File: config.mk
export PLATFORM = sky130hd
export DESIGN_NAME = adc_serial_rx_flat
export DESIGN_NICKNAME = d
export VERILOG_FILES = /design/src/rtl/adc_serial_rx_if.sv /design/src/rtl/adc_serial_rx.sv /design/src/flat_wrapper.sv
export SDC_FILE = /design/constraint.sdc
export NUM_CORES = 1
export LEC_CHECK = 0
export BUFFER_PORTS_ARGS = -buffer_cell sky130_fd_sc_hd__buf_2
export CAP_MARGIN = 10
export CORE_MARGIN = 1.5
export CORE_UTILIZATION = 58
export CTS_BUF_LIST = sky130_fd_sc_hd__clkbuf_8
export DETAILED_ROUTE_END_ITERATION = 12
export PLACE_DENSITY_LB_ADDON = 0.25
export SLEW_MARGIN = 20
export SYNTH_ARGS = -nofsm -noshare
export SYNTH_HDL_FRONTEND = slang
export SYNTH_SLANG_ARGS = --single-unit
export TNS_END_PERCENT = 100
File: constraint.sdc
create_clock -name clk -period 2.4 [get_ports clk]
set_input_delay 0.48 -clock clk [delete_from_list [all_inputs] [get_ports clk]]
set_output_delay 0.48 -clock clk [all_outputs]
set_load 0.02 [all_outputs]
File: src/rtl/adc_serial_rx_if.sv
`default_nettype none
// ============================================================================
// Module      : adc_serial_rx_if
// Description : Signal bundle between the dual-channel ADC capture stage and
//               its surroundings: divided serial clock, conversion request,
//               both ADC data lines, chip select and the parallel results.
//               master : system / ADC side (drives sclk_in, start, sdata*)
//               slave  : capture stage (drives cs_n, busy, done, data*, err)
// Revision    : 1.0 - initial release
// ============================================================================
interface adc_serial_rx_if #(
    parameter int DBITS = 12
);
    logic             sclk_in;
    logic             start;
    logic             sdata0;
    logic             sdata1;
    logic             cs_n;
    logic             busy;
    logic             done;
    logic [DBITS-1:0] data0;
    logic [DBITS-1:0] data1;
    logic             err;

    modport master (
        output sclk_in, start, sdata0, sdata1,
        input  cs_n, busy, done, data0, data1, err
    );

    modport slave (
        input  sclk_in, start, sdata0, sdata1,
        output cs_n, busy, done, data0, data1, err
    );
endinterface
`default_nettype wire

File: src/rtl/adc_serial_rx.sv
`default_nettype none
// ============================================================================
// Module      : adc_serial_rx
// Description : Serial capture stage for a dual-channel 12-bit ADC with two
//               data lines, a shared chip select and NBITS-clock frames.
//               The divided serial clock is sampled in the clk domain and its
//               edges detected; data is shifted in on SCLK rises and the two
//               results are presented with a one-cycle done strobe.
// Ports       : clk, rst (async, active high)
//               bus.sclk_in, bus.start, bus.sdata0, bus.sdata1 (inputs)
//               bus.cs_n, bus.busy, bus.done, bus.data0, bus.data1, bus.err
// Revision    : 1.0 - initial release
// ============================================================================
module adc_serial_rx #(
    parameter int NBITS       = 16,
    parameter int DBITS       = 12,
    parameter int QUIET_EDGES = 1
) (
    input wire             clk,
    input wire             rst,
    adc_serial_rx_if.slave bus
);

    localparam int c_cnt_w = $clog2(NBITS + 1);
    localparam int c_q_w   = (QUIET_EDGES > 1) ? $clog2(QUIET_EDGES) : 1;
    localparam logic [c_cnt_w-1:0] c_last_bit   = c_cnt_w'(NBITS - 1);
    localparam logic [c_q_w-1:0]   c_quiet_last = c_q_w'(QUIET_EDGES - 1);

    typedef enum logic [2:0] {
        c_st_idle   = 3'd0,
        c_st_arm    = 3'd1,
        c_st_shift  = 3'd2,
        c_st_finish = 3'd3,
        c_st_quiet  = 3'd4
    } t_state;

    t_state             r_state;
    t_state             w_nxt_state;
    logic               r_sclk_q;
    logic [c_cnt_w-1:0] r_bit_cnt;
    logic [c_q_w-1:0]   r_quiet_cnt;
    logic [NBITS-1:0]   r_sh0;
    logic [NBITS-1:0]   r_sh1;
    logic [DBITS-1:0]   r_data0;
    logic [DBITS-1:0]   r_data1;
    logic               r_err;
    logic               r_done;
    logic               r_cs_n;
    logic               r_busy;

    logic w_rise;
    logic w_fall;
    logic w_frame_clr;
    logic w_shift;
    logic w_finish;
    logic w_quiet_inc;
    logic w_lead_err;

    // sclk_in comes from the same clk, so one register is enough for a
    // clean single-cycle edge indication.
    assign w_rise = bus.sclk_in & ~r_sclk_q;
    assign w_fall = ~bus.sclk_in & r_sclk_q;

    // Leading bits of the frame must be zero; any 1 flags the result.
    generate
        if (NBITS > DBITS) begin : g_lead
            assign w_lead_err = (|r_sh0[NBITS-1:DBITS]) | (|r_sh1[NBITS-1:DBITS]);
        end else begin : g_no_lead
            assign w_lead_err = 1'b0;
        end
    endgenerate

    always_ff @(posedge clk or posedge rst) begin
        if (rst) begin
            r_state <= c_st_idle;
        end else begin
            r_state <= w_nxt_state;
        end
    end

    always_comb begin
        w_nxt_state = r_state;
        w_frame_clr = 1'b0;
        w_shift     = 1'b0;
        w_finish    = 1'b0;
        w_quiet_inc = 1'b0;
        case (r_state)
            c_st_idle: begin
                if (bus.start) begin
                    w_nxt_state = c_st_arm;
                end
            end
            c_st_arm: begin
                // Starting on a fall gives the ADC half an SCLK period of
                // setup before the first sampling rise.
                if (w_fall) begin
                    w_frame_clr = 1'b1;
                    w_nxt_state = c_st_shift;
                end
            end
            c_st_shift: begin
                if (w_rise) begin
                    w_shift = 1'b1;
                    if (r_bit_cnt == c_last_bit) begin
                        w_nxt_state = c_st_finish;
                    end
                end
            end
            c_st_finish: begin
                if (w_fall) begin
                    w_finish    = 1'b1;
                    w_nxt_state = c_st_quiet;
                end
            end
            c_st_quiet: begin
                if (w_fall) begin
                    if (r_quiet_cnt == c_quiet_last) begin
                        w_nxt_state = c_st_idle;
                    end else begin
                        w_quiet_inc = 1'b1;
                    end
                end
            end
            default: begin
                w_nxt_state = c_st_idle;
            end
        endcase
    end

    // cs_n and busy are registered from the next state so the ADC pin is
    // glitch free and changes on the same edge as the state.
    always_ff @(posedge clk or posedge rst) begin
        if (rst) begin
            r_sclk_q    <= 1'b0;
            r_bit_cnt   <= '0;
            r_quiet_cnt <= '0;
            r_sh0       <= '0;
            r_sh1       <= '0;
            r_data0     <= '0;
            r_data1     <= '0;
            r_err       <= 1'b0;
            r_done      <= 1'b0;
            r_cs_n      <= 1'b1;
            r_busy      <= 1'b0;
        end else begin
            r_sclk_q <= bus.sclk_in;
            r_done   <= w_finish;
            r_cs_n   <= !((w_nxt_state == c_st_shift) || (w_nxt_state == c_st_finish));
            r_busy   <= (w_nxt_state != c_st_idle);
            if (w_frame_clr) begin
                r_bit_cnt <= '0;
                r_sh0     <= '0;
                r_sh1     <= '0;
            end else if (w_shift) begin
                r_bit_cnt <= r_bit_cnt + 1'b1;
                r_sh0     <= {r_sh0[NBITS-2:0], bus.sdata0};
                r_sh1     <= {r_sh1[NBITS-2:0], bus.sdata1};
            end
            if (w_finish) begin
                r_data0     <= r_sh0[DBITS-1:0];
                r_data1     <= r_sh1[DBITS-1:0];
                r_err       <= w_lead_err;
                r_quiet_cnt <= '0;
            end else if (w_quiet_inc) begin
                r_quiet_cnt <= r_quiet_cnt + 1'b1;
            end
        end
    end

    assign bus.cs_n  = r_cs_n;
    assign bus.busy  = r_busy;
    assign bus.done  = r_done;
    assign bus.data0 = r_data0;
    assign bus.data1 = r_data1;
    assign bus.err   = r_err;

endmodule
`default_nettype wire

File: src/flat_wrapper.sv
// flat-port wrapper written by rule: the top's interface ports become plain ports
module adc_serial_rx_flat 
#(
    parameter int NBITS       = 16,
    parameter int DBITS       = 12,
    parameter int QUIET_EDGES = 1
)
  (clk, rst, bus_sclk_in, bus_start, bus_sdata0, bus_sdata1, bus_cs_n, bus_busy, bus_done, bus_data0, bus_data1, bus_err);
  adc_serial_rx_if #(.DBITS(DBITS)) bus_i ();
  input wire clk;
  input wire rst;
  input wire logic [$bits(bus_i.sclk_in)-1:0] bus_sclk_in;
  input wire logic [$bits(bus_i.start)-1:0] bus_start;
  input wire logic [$bits(bus_i.sdata0)-1:0] bus_sdata0;
  input wire logic [$bits(bus_i.sdata1)-1:0] bus_sdata1;
  output wire logic [$bits(bus_i.cs_n)-1:0] bus_cs_n;
  output wire logic [$bits(bus_i.busy)-1:0] bus_busy;
  output wire logic [$bits(bus_i.done)-1:0] bus_done;
  output wire logic [$bits(bus_i.data0)-1:0] bus_data0;
  output wire logic [$bits(bus_i.data1)-1:0] bus_data1;
  output wire logic [$bits(bus_i.err)-1:0] bus_err;
  assign bus_i.sclk_in = bus_sclk_in;
  assign bus_i.start = bus_start;
  assign bus_i.sdata0 = bus_sdata0;
  assign bus_i.sdata1 = bus_sdata1;
  assign bus_cs_n = bus_i.cs_n;
  assign bus_busy = bus_i.busy;
  assign bus_done = bus_i.done;
  assign bus_data0 = bus_i.data0;
  assign bus_data1 = bus_i.data1;
  assign bus_err = bus_i.err;
  adc_serial_rx #(.NBITS(NBITS), .DBITS(DBITS), .QUIET_EDGES(QUIET_EDGES)) u_core (.clk(clk), .rst(rst), .bus(bus_i));
endmodule
==> flow_metrics.py <==
metrics = {
    "grt": {
        "grt_max_degree": 50,
        "grt_usage_pct": 21.6,
        "antenna_found_initial": 0,
        "grt_pass1_vias": 1757,
        "grt_overflow": 0,
        "grt_pass1_wl_mm": 8.27,
    },
    "yosys": {
        "syn_nets": 221,
        "synth_top_cell_by_area": "dfrtp_1",
        "avgSynthCellArea_um2": 12.7,
        "synth-seq-cells": 70,
        "postSynthCellCount": 213,
        "synth_edf_count": 0,
        "netlist_top_cells_area": "dfrtp_1 64%, mux2_2 10%, a22o_1 5.2%",
        "ys.flop_type": "dfrtp_1",
        "yosysWarnings": 0,
        "synthArstFlopShare_pct": 100,
        "syn_area_um2": 2720,
        "synth.distinct_cells": 34,
        "synth_top_area_share_pct": 63.6,
        "ys_seq_area_share_pct": 64.6,
    },
    "drt": {
        "drc": 0,
        "routed_wl_mm": 4.64,
        "first_pass_iters": 4,
        "detail-route-antenna-nets": 0,
        "via_count": 1744,
        "viasPerCell": 5.63,
        "drt-initial-drc-count": 93,
        "wire_per_inst_um": 15.0,
    },
    "cts": {
        "cts_max_level": 3,
        "cts_setup_buffers": 0,
        "cts.clk_slew.worst_paths_ps": 70,
        "clk_latency_ps": 340,
        "cts_hold_buffers": 0,
        "cts_resized": 0,
        "clock-sinks": 70,
        "clockRootBuffer": "clkbuf_8",
        "cts_tree": "done",
        "cts-buffers-inserted": 9,
        "cts_buffer_depth": 2,
    },
    "setup_path": {
        "r2r_cells": 4,
        "worst_path_dominant_cell_family": "simple AND/OR/NAND/NOR gates",
        "crit_fanout": 16,
        "reg2reg_slack_ps": 700,
        "required_ps": 2670,
        "worst-path-stages": 4,
        "regToRegStartpoint": "u_core.r_state[1]",
        "worstPathCellList": "nor2b_2, and3_1, nor2_2, a22o_1",
        "path_buf_inv": 0,
        "start_kind": "flip-flop",
        "critPathKind": "reg -> reg",
        "end_kind": "flip-flop",
        "max_stage_delay_ps": 500,
        "cp_slowest_cell": "nor2_2",
        "crit_arrival_ps": 1970,
        "timing.critical_path.from": "u_core.r_state[1]",
    },
    "job": {
        "maxCapViolCount": 0,
    },
    "sta": {
        "worst_slew_pin_slew_ps": 616,
        "period_minus_slack_ps": 1700,
        "rsz0062_at_grt": "false",
        "fin_tns_setup_ps": 0,
        "drv_slew": 0,
        "relSlewSlack_pct": 58.9,
        "timing.final.crit_share_pct": 70.9,
        "clock-skew-final_ps": 8.70,
        "hold_viol_final": 0,
        "setup_violations": 0,
        "final.setup.worst_slack_ps": 697,
        "fmax_mhz": 587,
    },
    "floorplanning": {
        "io_pins": 34,
        "die_h_um": 71.4,
        "die_area_um2": 5100,
        "coreArea_um2": 4440,
        "die_w_um": 71.4,
        "initial_core_util_pct": 61.1,
        "rows": 24,
    },
    "layout": {
        "diodes": 0,
        "drive_gt1_share_pct": 32.2,
        "area_growth_pct": 14.8,
        "fill_cells": 341,
        "nNetsFinal": 262,
    },
    "place": {
        "dpl.hpwl_mm": 3.00,
        "port_buffers": 33,
        "gp_congestion": 0.762,
        "dp_slack_ps": 532,
    },
    "power": {
        "power_density_nw_per_um2": 912,
        "ir_worst_vdd_mv": 0.429,
        "cellLeakagePower_nw": 1.60,
    },
    "status": {
        "status": "completed",
    },
    "worst_hold_path": {
        "hp-class": "in -> async",
    },
}
## state kept, by name, summed over array words and instances (netlist names)
| register | cells |
|---|---|
| u_core.bus.busy | 1 |
| u_core.bus.cs_n | 1 |
| u_core.bus.data0 | 12 |
| u_core.bus.data1 | 12 |
| u_core.bus.done | 1 |
| u_core.bus.err | 1 |
| u_core.r_bit_cnt | 5 |
| u_core.r_quiet_cnt | 1 |
| u_core.r_sclk_q | 1 |
| u_core.r_sh0 | 16 |
| u_core.r_sh1 | 16 |
| u_core.r_state | 3 |
## path summary, 6_finish.rpt
| path | end |
|---|---|
| setup / recovery | u_core.r_sh1[12] |
| hold / removal | u_core.r_sh1[4] |
| setup reg to reg | u_core.r_sh1[12] |
| hold reg to reg | u_core.r_quiet_cnt |
| max in group asynchronous | u_core.bus.cs_n |
| min in group clk | u_core.r_sclk_q |
## per-stage QoR
step,std cells,cell area [um2],total power [mW],hold WS (ps),util (%)
2_1_floorplan,213,2720,1.89,458,-
3_3_place_gp,295,2950,2.04,479,66.4
3_5_place_dp,295,2950,2.07,481,66.4
4_1_cts,310,3120,2.87,151,70.1
5_1_grt,310,3120,2.99,188,70.1
6_report,310,3120,2.84,155,70.1
## cells in the final DEF, fill, tap and decap left out, drive strengths merged, types with 3 or more instances in the layout
master	count
nor2	8
mux2	24
a22o	16
nand2	35
buf	40
inv	6
clkbuf	11
a21oi	19
dfrtp	69
nand2b	3
## cell families after synthesis
logic type	Yosys count	share of synthesized area (%)
xor+xnor	2	0.645
simple gates	58	10.2
fa+ha+maj	2	0.922
buf+inv	13	2.67
flops	70	64.6
compound gates	43	10.7
mux	25	10.3
## worst register-to-register path, cell delays in order, from the launching register on
cell	delay [ps]
dfrtp_1	450
nor2b_2	210
and3_1	230
nor2_2	500
a22o_1	240
## where the power goes
part	total, mW	internal (mW)	leakage, nW	switching (mW)
clock	0.802	0.413	0.0990	0.390
combinational	0.567	0.223	0.549	0.344
sequential	1.47	1.35	0.956	0.125
total	2.84	1.98	1.60	0.858
## cell type report
type	count	area, um2	share of cell area, %
sequential	70	1750	56.2
multi-input combinational	130	890	28.5
timing repair buffer	40	230	7.39
clock buffer	11	151	4.86
tap	52	65.1	2.09
clock inverter	4	16.3	0.522
inverter	3	11.3	0.361
## layer usage
metal | GRT usage (%) | vias up | part of all wire, %
met2 | 33.5 | 32 | 48
met1 | 28.1 | 871 | 46
met4 | 10.9 | 0 | 2.3
met5 | 0 | - | 0
met3 | 5.91 | 9 | 3.5
li1 | - | 832 | -
## synth_stat cells, types with 2 or more instances
| cell | instances |
|---|---|
| buf_4 | 6 |
| a21oi_1 | 19 |
| a22o_1 | 16 |
| clkbuf_1 | 3 |
| and3_1 | 2 |
| ha_1 | 2 |
| nor4_1 | 2 |
| or3_1 | 2 |
| mux2_2 | 24 |
| nor2_1 | 6 |
| nand2_1 | 35 |
| o21ai_0 | 2 |
| dfrtp_1 | 69 |
| inv_1 | 3 |
| nand2b_1 | 3 |
Note: power is estimated with default switching activity, not from simulation.
